==> config.mk <==
export PLATFORM = sky130hd
export DESIGN_NAME = library_mem_arbiter
export DESIGN_NICKNAME = d
export VERILOG_FILES = /design/src/rtl/library_mem_arbiter.sv
export SDC_FILE = /design/constraint.sdc
export NUM_CORES = 1
export LEC_CHECK = 0
export ABC_AREA = 1
export CAP_MARGIN = 10
export CORE_ASPECT_RATIO = 1.5
export CORE_MARGIN = 2
export CORE_UTILIZATION = 30
export DETAILED_ROUTE_END_ITERATION = 12
export PLACE_DENSITY = 0.47
export SYNTH_ARGS = -nofsm -noshare
export SYNTH_HDL_FRONTEND = slang
export SYNTH_SLANG_ARGS = --single-unit
export TNS_END_PERCENT = 100
==> constraint.sdc <==
create_clock -name i_clk -period 4.1 [get_ports i_clk]
set_clock_uncertainty 0.15 [all_clocks]
set_input_delay 0.615 -clock i_clk [delete_from_list [all_inputs] [get_ports i_clk]]
set_output_delay 0.615 -clock i_clk [all_outputs]
set_load 0.02 [all_outputs]
==> src/rtl/library_mem_arbiter.sv <==
// library_mem_arbiter: single-port coordinate-library SRAM owner merging store writes with a page-scan read engine
// Ports:
//   i_clk, i_rst_n                  clock, asynchronous active-low reset
//   i_wr_valid/i_wr_addr/i_wr_data  library-store write stream ({page,idx}, {x,y}), never stalled
//   i_page_clr/i_clr_page           zero the fill length of one page
//   i_scan_start/i_scan_page        start streaming the valid entries of a page
//   i_scan_abort                    terminate the scan, drop in-flight data
//   o_busy, o_scan_err, o_scan_done scan engine status pulses
//   o_rd_valid/o_rd_x/o_rd_y/o_rd_last  scanned {x,y} stream to the matcher
//   o_mem_*/i_mem_rdata             SRAM port, read data one cycle after a read enable
// Optional: define LIB_ARB_STATS_EN to add o_stall_cnt (SCAN cycles stalled by a write).
module library_mem_arbiter #(
  parameter int PAGES  = 26,
  parameter int PAGE_W = 5,
  parameter int IDX_W  = 11,
  parameter int DATA_W = 10
) (
  input  logic                    i_clk,
  input  logic                    i_rst_n,
  input  logic                    i_wr_valid,
  input  logic [PAGE_W+IDX_W-1:0] i_wr_addr,
  input  logic [DATA_W-1:0]       i_wr_data,
  input  logic                    i_page_clr,
  input  logic [PAGE_W-1:0]       i_clr_page,
  input  logic                    i_scan_start,
  input  logic [PAGE_W-1:0]       i_scan_page,
  input  logic                    i_scan_abort,
  output logic                    o_busy,
  output logic                    o_scan_err,
  output logic                    o_rd_valid,
  output logic [4:0]              o_rd_x,
  output logic [4:0]              o_rd_y,
  output logic                    o_rd_last,
  output logic                    o_scan_done,
  output logic                    o_mem_cen,
  output logic                    o_mem_wen,
  output logic [PAGE_W+IDX_W-1:0] o_mem_addr,
  output logic [DATA_W-1:0]       o_mem_wdata,
`ifdef LIB_ARB_STATS_EN
  output logic [15:0]             o_stall_cnt,
`endif
  input  logic [DATA_W-1:0]       i_mem_rdata
);
  localparam int AW = PAGE_W + IDX_W;
  localparam logic [PAGE_W-1:0] LIM = PAGE_W'(PAGES);
  typedef enum logic [1:0] {IDLE, SCAN, DRAIN} state_t;
  state_t state;
  logic [IDX_W:0] len [PAGES];
  logic [IDX_W:0] len_nxt [PAGES];
  logic [IDX_W:0] len_s;
  logic [PAGE_W-1:0] page_s;
  logic [IDX_W-1:0] idx;
  logic [PAGE_W-1:0] wr_page;
  logic [IDX_W:0] wr_len;
  logic vld, last, done, err, pend, rd_iss, at_last, accept;
  assign wr_page = i_wr_addr[AW-1:IDX_W];
  assign wr_len = {1'b0, i_wr_addr[IDX_W-1:0]} + 1'b1;
  // Clear is applied before the write so a same-cycle write to the cleared page wins.
  always_comb begin
    len_nxt = len;
    if (i_page_clr && i_clr_page < LIM) len_nxt[i_clr_page] = '0;
    if (i_wr_valid && wr_page < LIM && len_nxt[wr_page] < wr_len) len_nxt[wr_page] = wr_len;
  end
  always_ff @(posedge i_clk or negedge i_rst_n)
    if (!i_rst_n) for (int i = 0; i < PAGES; i++) len[i] <= '0;
    else len <= len_nxt;
  assign pend = state == SCAN && len_s != '0 && !i_scan_abort;
  assign rd_iss = pend && !i_wr_valid;
  assign at_last = {1'b0, idx} == len_s - 1'b1;
  assign accept = state == IDLE && i_scan_start && !i_scan_abort && i_scan_page < LIM;
  // Writes own the SRAM port outright; the scan read simply waits.
  assign o_mem_cen = i_wr_valid | rd_iss;
  assign o_mem_wen = i_wr_valid;
  assign o_mem_addr = i_wr_valid ? i_wr_addr : rd_iss ? {page_s, idx} : '0;
  assign o_mem_wdata = i_wr_valid ? i_wr_data : '0;
  // Abort masks read data already in flight and the done pulse in the same cycle.
  assign o_busy = state != IDLE;
  assign o_scan_err = err;
  assign o_rd_valid = vld & ~i_scan_abort;
  assign o_rd_last = last & ~i_scan_abort;
  assign o_scan_done = done & ~i_scan_abort;
  assign o_rd_x = o_rd_valid ? i_mem_rdata[9:5] : '0;
  assign o_rd_y = o_rd_valid ? i_mem_rdata[4:0] : '0;
  always_ff @(posedge i_clk or negedge i_rst_n)
    if (!i_rst_n) begin
      state <= IDLE;
      len_s <= '0;
      page_s <= '0;
      idx <= '0;
      vld <= 1'b0;
      last <= 1'b0;
      done <= 1'b0;
      err <= 1'b0;
    end else begin
      vld <= rd_iss;
      last <= rd_iss && at_last;
      done <= 1'b0;
      err <= 1'b0;
      if (i_scan_abort) state <= IDLE;
      else
        case (state)
          IDLE: begin
            err <= i_scan_start && !accept;
            if (accept) begin
              state <= SCAN;
              len_s <= len_nxt[i_scan_page];
              page_s <= i_scan_page;
              idx <= '0;
            end
          end
          SCAN:
            if (len_s == '0) begin
              done <= 1'b1;
              state <= IDLE;
            end else if (rd_iss) begin
              idx <= idx + 1'b1;
              if (at_last) begin
                done <= 1'b1;
                state <= DRAIN;
              end
            end
          DRAIN: state <= IDLE;
          default: state <= IDLE;
        endcase
    end
`ifdef LIB_ARB_STATS_EN
  always_ff @(posedge i_clk or negedge i_rst_n)
    if (!i_rst_n) o_stall_cnt <= '0;
    else if (accept) o_stall_cnt <= '0;
    else if (pend && i_wr_valid && o_stall_cnt != 16'hFFFF) o_stall_cnt <= o_stall_cnt + 1'b1;
`endif
endmodule

**Word-level counts from Yosys, hierarchy flattened**

Index checks and enable logic that the tools add are counted.

- $add $sub $neg: 3
- Magnitude comparators: 9
- Equality and inequality tests: 8
- Mux-type cells: 35
- Bitwise operators: 10
- Reduce and logical (&&, ||, !) cells: 24

Operators by type and width:

| operator | number |
|---|---|
| 312-bit two-way mux | 2 |
| 312-bit bitwise AND | 1 |
| 312-bit bitwise mux | 1 |
| 312-bit inverter | 1 |
| 12-bit binary-select mux with 5-bit select | 2 |
| 12-bit demux with 5-bit select | 2 |
| 12-bit two-way mux | 6 |
| 11-bit two-way mux | 3 |
| 16-bit two-way mux | 2 |
| 11-bit case mux with 2 select lines | 1 |
| 6-bit >= comparator (second input constant) | 3 |
| 5-bit inverter with 6-bit output | 3 |
| 5-bit less-than comparator (second input constant) | 3 |
| 1-bit logical AND | 13 |
| 11-bit by 1-bit adder with 12-bit output (second input constant) | 1 |
| 11-bit by 12-bit equality test with 1-bit output | 1 |
| 12-bit logical NOT | 1 |
| 12-bit less-than comparator | 1 |
| 6-bit by 1-bit less-than comparator with 1-bit output (second input constant) | 2 |
| 12-bit nonzero test | 1 |
| 12-bit by 1-bit subtractor with 12-bit output (second input constant) | 1 |
| 11-bit by 1-bit adder with 11-bit output (second input constant) | 1 |
| 10-bit two-way mux | 1 |
| 2-bit two-way mux | 5 |
| other kinds (15) | 31 |

- Bits in registers: 346
- Input bits: 52
- Output and inout bits: 43
- Word-level logic and storage cells: 123

**Longest topological paths before layout**

- Word-level depth: 17
- Gate-level depth with buffers: 33
- Gate-level depth less buffers: 29

**Worst setup path after synthesis**

Ideal clock, no wire load.

- Path type: input-to-reg
- From: input i_clr_page[3]
- To: register len_s[7]
- Setup time: 69 ps
- Data arrival time: 4588 ps
- Data required time: 3881 ps
- Path slack: -707 ps
- Cell stages on the path: 29
- Buffers on the path: 5
- Cell sequence: nand2_1 -> nor2_2 -> nor2_4 -> buf_4 -> nand2_1 -> clkbuf_1 -> nand2_1 -> inv_1 -> o22ai_1 -> a221oi_1 -> o22ai_1 -> a2111oi_0 -> ha_1 -> nand2_1 -> nor2_1 -> a211oi_1 -> o2111ai_1 -> a21oi_1 -> clkbuf_1 -> buf_1 -> buf_1 -> nand3_1 -> nand3_1 -> nand3_1 -> nand3_1 -> nand3_1 -> nand2_1 -> nand2_1 -> nand3_1

- Longest elaborated chain between the ends: 17
- Elaborated cells between the ends (all ways): 21
- Those cells by class: order compare (4); mux (11); bitwise (3); reduce/logical (3)

RTL lines:

| what | RTL line | source |
|---|---|---|
| from (decl) | 24 | `input logic [PAGE_W-1:0] i_clr_page,` |
| 5-bit inverter with 6-bit output (implied by the code) | 61 | `if (i_page_clr && i_clr_page < LIM) len_nxt[i_clr_page] = '0;` |
| 6-bit >= comparator (implied by the code) or 6-bit by 1-bit less-than comparator with 1-bit output (tied branches) | 61 |  |
| 1-bit logical AND (implied by the code) | 61 |  |
| 12-bit two-way mux (implied by the code) | 61 |  |
| 12-bit demux with 5-bit select | 61 |  |
| 312-bit inverter (no source line) | n/a |  |
| 312-bit bitwise AND (no source line) | n/a |  |
| 312-bit two-way mux * | 61 |  |
| 12-bit binary-select mux with 5-bit select | 62 | `if (i_wr_valid && wr_page < LIM && len_nxt[wr_page] < wr_len) len_nxt[wr_page] = wr_len;` |
| 12-bit two-way mux (implied by the code) (2 in series) | 62 |  |
| 12-bit less-than comparator | 62 |  |
| 1-bit logical AND | 62 |  |
| 312-bit two-way mux * | 62 |  |
| 12-bit binary-select mux with 5-bit select * | 106 | `len_s <= len_nxt[i_scan_page];` |
| 12-bit two-way mux (implied by the code) * (2 in series) | 106 |  |
| to (signal assigned) | 106 |  |
| to (decl) | 50 | `logic [IDX_W:0] len_s;` |

Every way passes the cells marked *; elsewhere a longest branch is shown, timed or not. The select of a mux whose other input is x is not followed.
A chain may end at the register's enable or synchronous reset.

==> results by group <==
Die
  • FP Rows: ~130
  • Core Area: 0.0849 mm²
  • Die area: between 0.08 and 0.09 mm²
  • Die H: about 360 µm
  • Die Span X: roughly 240 µm
  • Initial Util: 0.302
  • I/O Pins: 95

Flow run
  • Max-cap violations: 0

STA
  • Final setup violating endpoints: ~320
  • Hold_ws: about 0.37 ns
  • Final worst slack: -0.969 ns
  • Final hold viol count: 0
  • Worst Tran Pin Value: around 1.1 ns
  • RSZ-0062 raised after global routing: true
  • Fin Setup TNS: -61.08 ns
  • Minimum clock period: approximately 5 ns
  • Slew headroom: 0.270
  • Fin crit share: 1.24
  • Final Slew Violations: 0
  • Maximum clock rate: 197 MHz

Global route
  • Largest net degree at the start of global routing: between 80 and 90
  • Remaining Overflow, GRT: 0
  • First-pass GRT wire length: between 200 and 250 mm
  • Vias in the first global route: between 30k and 40k
  • Total global-route track usage: 0.322
  • Antenna violations before repair: 4

Placement
  • Placed cells: between 6k and 7k
  • Detail Placement HPWL: ~100 mm
  • GP Congestion: 0.987
  • Buffers on Ports: 94

Synth
  • Mapped Cells: 4,183
  • Syn Nets: roughly 4.2k
  • Post-synthesis sequential area ratio: 0.337
  • Mapped Area: 0.0257 mm²
  • Syn Area/Cell: between 6 and 7 µm²
  • #FFs+latches synth: approximately 350
  • Synth cell types: 40
  • Syn. warnings: 0

Setup path
  • CP endpoint kind: register
  • Req. time, crit path: between 4 and 5 ns
  • Worst Path Arrival: between 5 and 6 ns
  • CP Class: primary input to register
  • Startpoint Class: primary input
  • Crit-path max FO: 8

Cells and area
  • Layout Cells excl Fill: between 6k and 7k
  • Layout area overhead: 62.4%
  • Layout Nets: ~5.3k
  • Ratio of cells with drive above 1 in the final layout: 0.334

Route
  • Via count of the routed design: 34.0k
  • DRT antenna net count: 0
  • Wire length per cell: 23.2 µm
  • Initial DRC Count: around 3.3k
  • Vias per Instance: 5.33
  • TritonRoute pass-1 iters: 6
  • DRC viols: 0
  • Routed WL: between 100 and 150 mm

Run status
  • Status: finished, violations left
  • Failing checks: negative setup slack

CTS
  • Clock latency on the worst-skew pair: 0.62 ns
  • Reg clk slew, reported paths: 0.06 ns
  • Root Buffer: clkbuf_16
  • # clock sinks: 346
  • Clk buf depth: 3
  • CTS tree: built
  • TritonCTS buffer count: 44
  • H-tree levels: 2

Worst hold path
  • Hold Crit Class: register to register

Power and ir drop
  • Pwr Density: 424 mW/mm²
  • Static Leak: 23.1 nW
  • Worst vdd ir: just under 0.3 mV
  • PnR Total Power: 17.7 mW
-- cells in the final DEF (no fill, tap or decap), drive strengths merged --
cell           instances
clkinv                11
buf                 1165
a221oi                27
o22ai                 90
nand3                794
a2111oi                3
clkbuf                86
a311oi                 1
a211oi                 8
bufinv                 2
dfrtp                346
a21boi                 1
a21oi                 42
diode                  2
xor2                  16
o221ai                 6
clkdlybuf4s50         69
dlymetal6s2s          13
xnor2                  3
dlygate4sd3            1
a221o                  1
dlygate4sd2            4
bufbuf                 1
inv                  451
o2111a                 1
o211ai                14
o21ai                342
nor4                   5
nor3                  22
or2                    4
o2111ai               16
nand4                  7
nand3b                 1
nor3b                  2
o311ai                 3
o21bai                 3
nand2               1515
ha                    14
nor2                 151
-- per-stage QoR --
step           worst slack (ns)  utilization  cell area [µm²]
2_1_floorplan            -0.147            -            26300
3_3_place_gp              -2.49        0.421            35800
3_5_place_dp              -2.54        0.421            35800
4_1_cts                  -0.656        0.460            39100
5_1_grt                   -1.09        0.491            41700
6_report                 -0.969        0.491            41700
-- path summary, 6_finish.rpt --
check / endpoint / slack (ns) / depth (start not counted) / startpoint
max: len_s[3] / -0.97 / 28 / i_wr_addr[13]
max in group asynchronous: len[237] / 2.30 / 3 / i_rst_n
min: page_s[4] / 0.37 / 2 / page_s[4]
min in group asynchronous: len[94] / 0.44 / 2 / i_rst_n
max reg2reg: len_s[3] / -0.39 / 24 / len[175]
min reg2reg: page_s[4] / 0.37 / 2 / page_s[4]
-- worst max-delay path, stage by stage --
cell,delay [ns]
clkdlybuf4s50_1,0.53
inv_1,0.16
buf_12,0.17
nand2_1,0.10
nor2_1,0.17
inv_1,0.11
o22ai_1,0.45
a211oi_2,0.10
buf_4,0.19
o2111ai_1,0.10
ha_1,0.30
nand2_2,0.10
nor2_2,0.04
a211oi_2,0.18
o2111ai_2,0.19
a21oi_4,0.26
nand2_8,0.15
buf_16,0.21
buf_16,0.17
clkbuf_16,0.18
o21bai_1,0.16
nand2_2,0.08
nor2_1,0.08
nor2_1,0.07
nor2_1,0.19
nand2_1,0.16
nand3_2,0.10
nand3_2,0.06
-- synthesized netlist by cell type (all sizes together) --
| cell type | instances | area [µm²] |
|---|---|---|
| xor2 | 16 | 140 |
| o311ai | 3 | 26.3 |
| o2111a | 1 | 11.3 |
| clkinv | 3 | 11.3 |
| a221o | 1 | 10.0 |
| clkbuf | 178 | 668 |
| nor3b | 2 | 15.0 |
| o21ai | 342 | 1710 |
| or2 | 4 | 25.0 |
| o22ai | 90 | 563 |
| inv | 450 | 1690 |
| a221oi | 27 | 236 |
| nor4 | 5 | 31.3 |
| o21bai | 3 | 22.5 |
| a21oi | 42 | 210 |
| ha | 14 | 175 |
| a21boi | 1 | 7.51 |
| nand3 | 794 | 3970 |
| dfrtp | 346 | 8660 |
| nor3 | 22 | 110 |
| o211ai | 14 | 105 |
| xnor2 | 3 | 26.3 |
| nand3b | 1 | 7.51 |
| a2111oi | 3 | 26.3 |
| o221ai | 6 | 52.6 |
| nand2 | 1515 | 5690 |
| nand4 | 7 | 43.8 |
| a211oi | 8 | 60.1 |
| o2111ai | 16 | 140 |
| buf | 114 | 638 |
| nor2 | 151 | 584 |
| a311oi | 1 | 8.76 |
-- report_power, final --
part           internal (mW)  switching [mW]
Sequential              4.38           0.392
Combinational           4.03            4.75
Clock                   2.33            1.82
-- repair_timing --
item | 4_1_cts | 5_1_grt
resized for setup | 300 | 533
pin swaps | 51 | 90
setup buffers | 36 | 51
hold buffers | 1 | 0
endpoints found under the hold margin | 57 | 0
endpoints found under the setup margin | 340 | 340
gates cloned | 15 | 21
-- metal layers --
layer	GRT usage	share of wire	vias to the layer above
met5	0	0	-
met2	0.534	0.46	1608
met1	0.386	0.38	16158
met3	0.0441	0.071	500
met4	0.219	0.088	0
li1	-	-	15706
-- state kept, by name, indices dropped and copies added, names as in the netlist --
| register | count |
|---|---|
| state | 2 |
| idx | 11 |
| o_scan_err | 1 |
| vld | 1 |
| done | 1 |
| len | 312 |
| last | 1 |
| len_s | 12 |
| page_s | 5 |
-- logic make-up after synthesis --
group	Yosys count	synth area share
fa+ha+maj	14	0.00682
simple gates	2501	0.408
flops	346	0.337
compound gates	558	0.124
xor+xnor	19	0.00648
buf+inv	745	0.117
-- layout make-up --
cell class              instances  area, µm²
flip-flops and latches        346       8660
fillers                      8630      43200
clock inverters                11        116
inverters                     453       1720
diodes                          2       5.00
repair buffers               1273      11900
clock buffers                  66       1320
multi-input cells            3092      16500
well taps                    1130       1410
No activity file was read; power rests on OpenSTA's default activity.
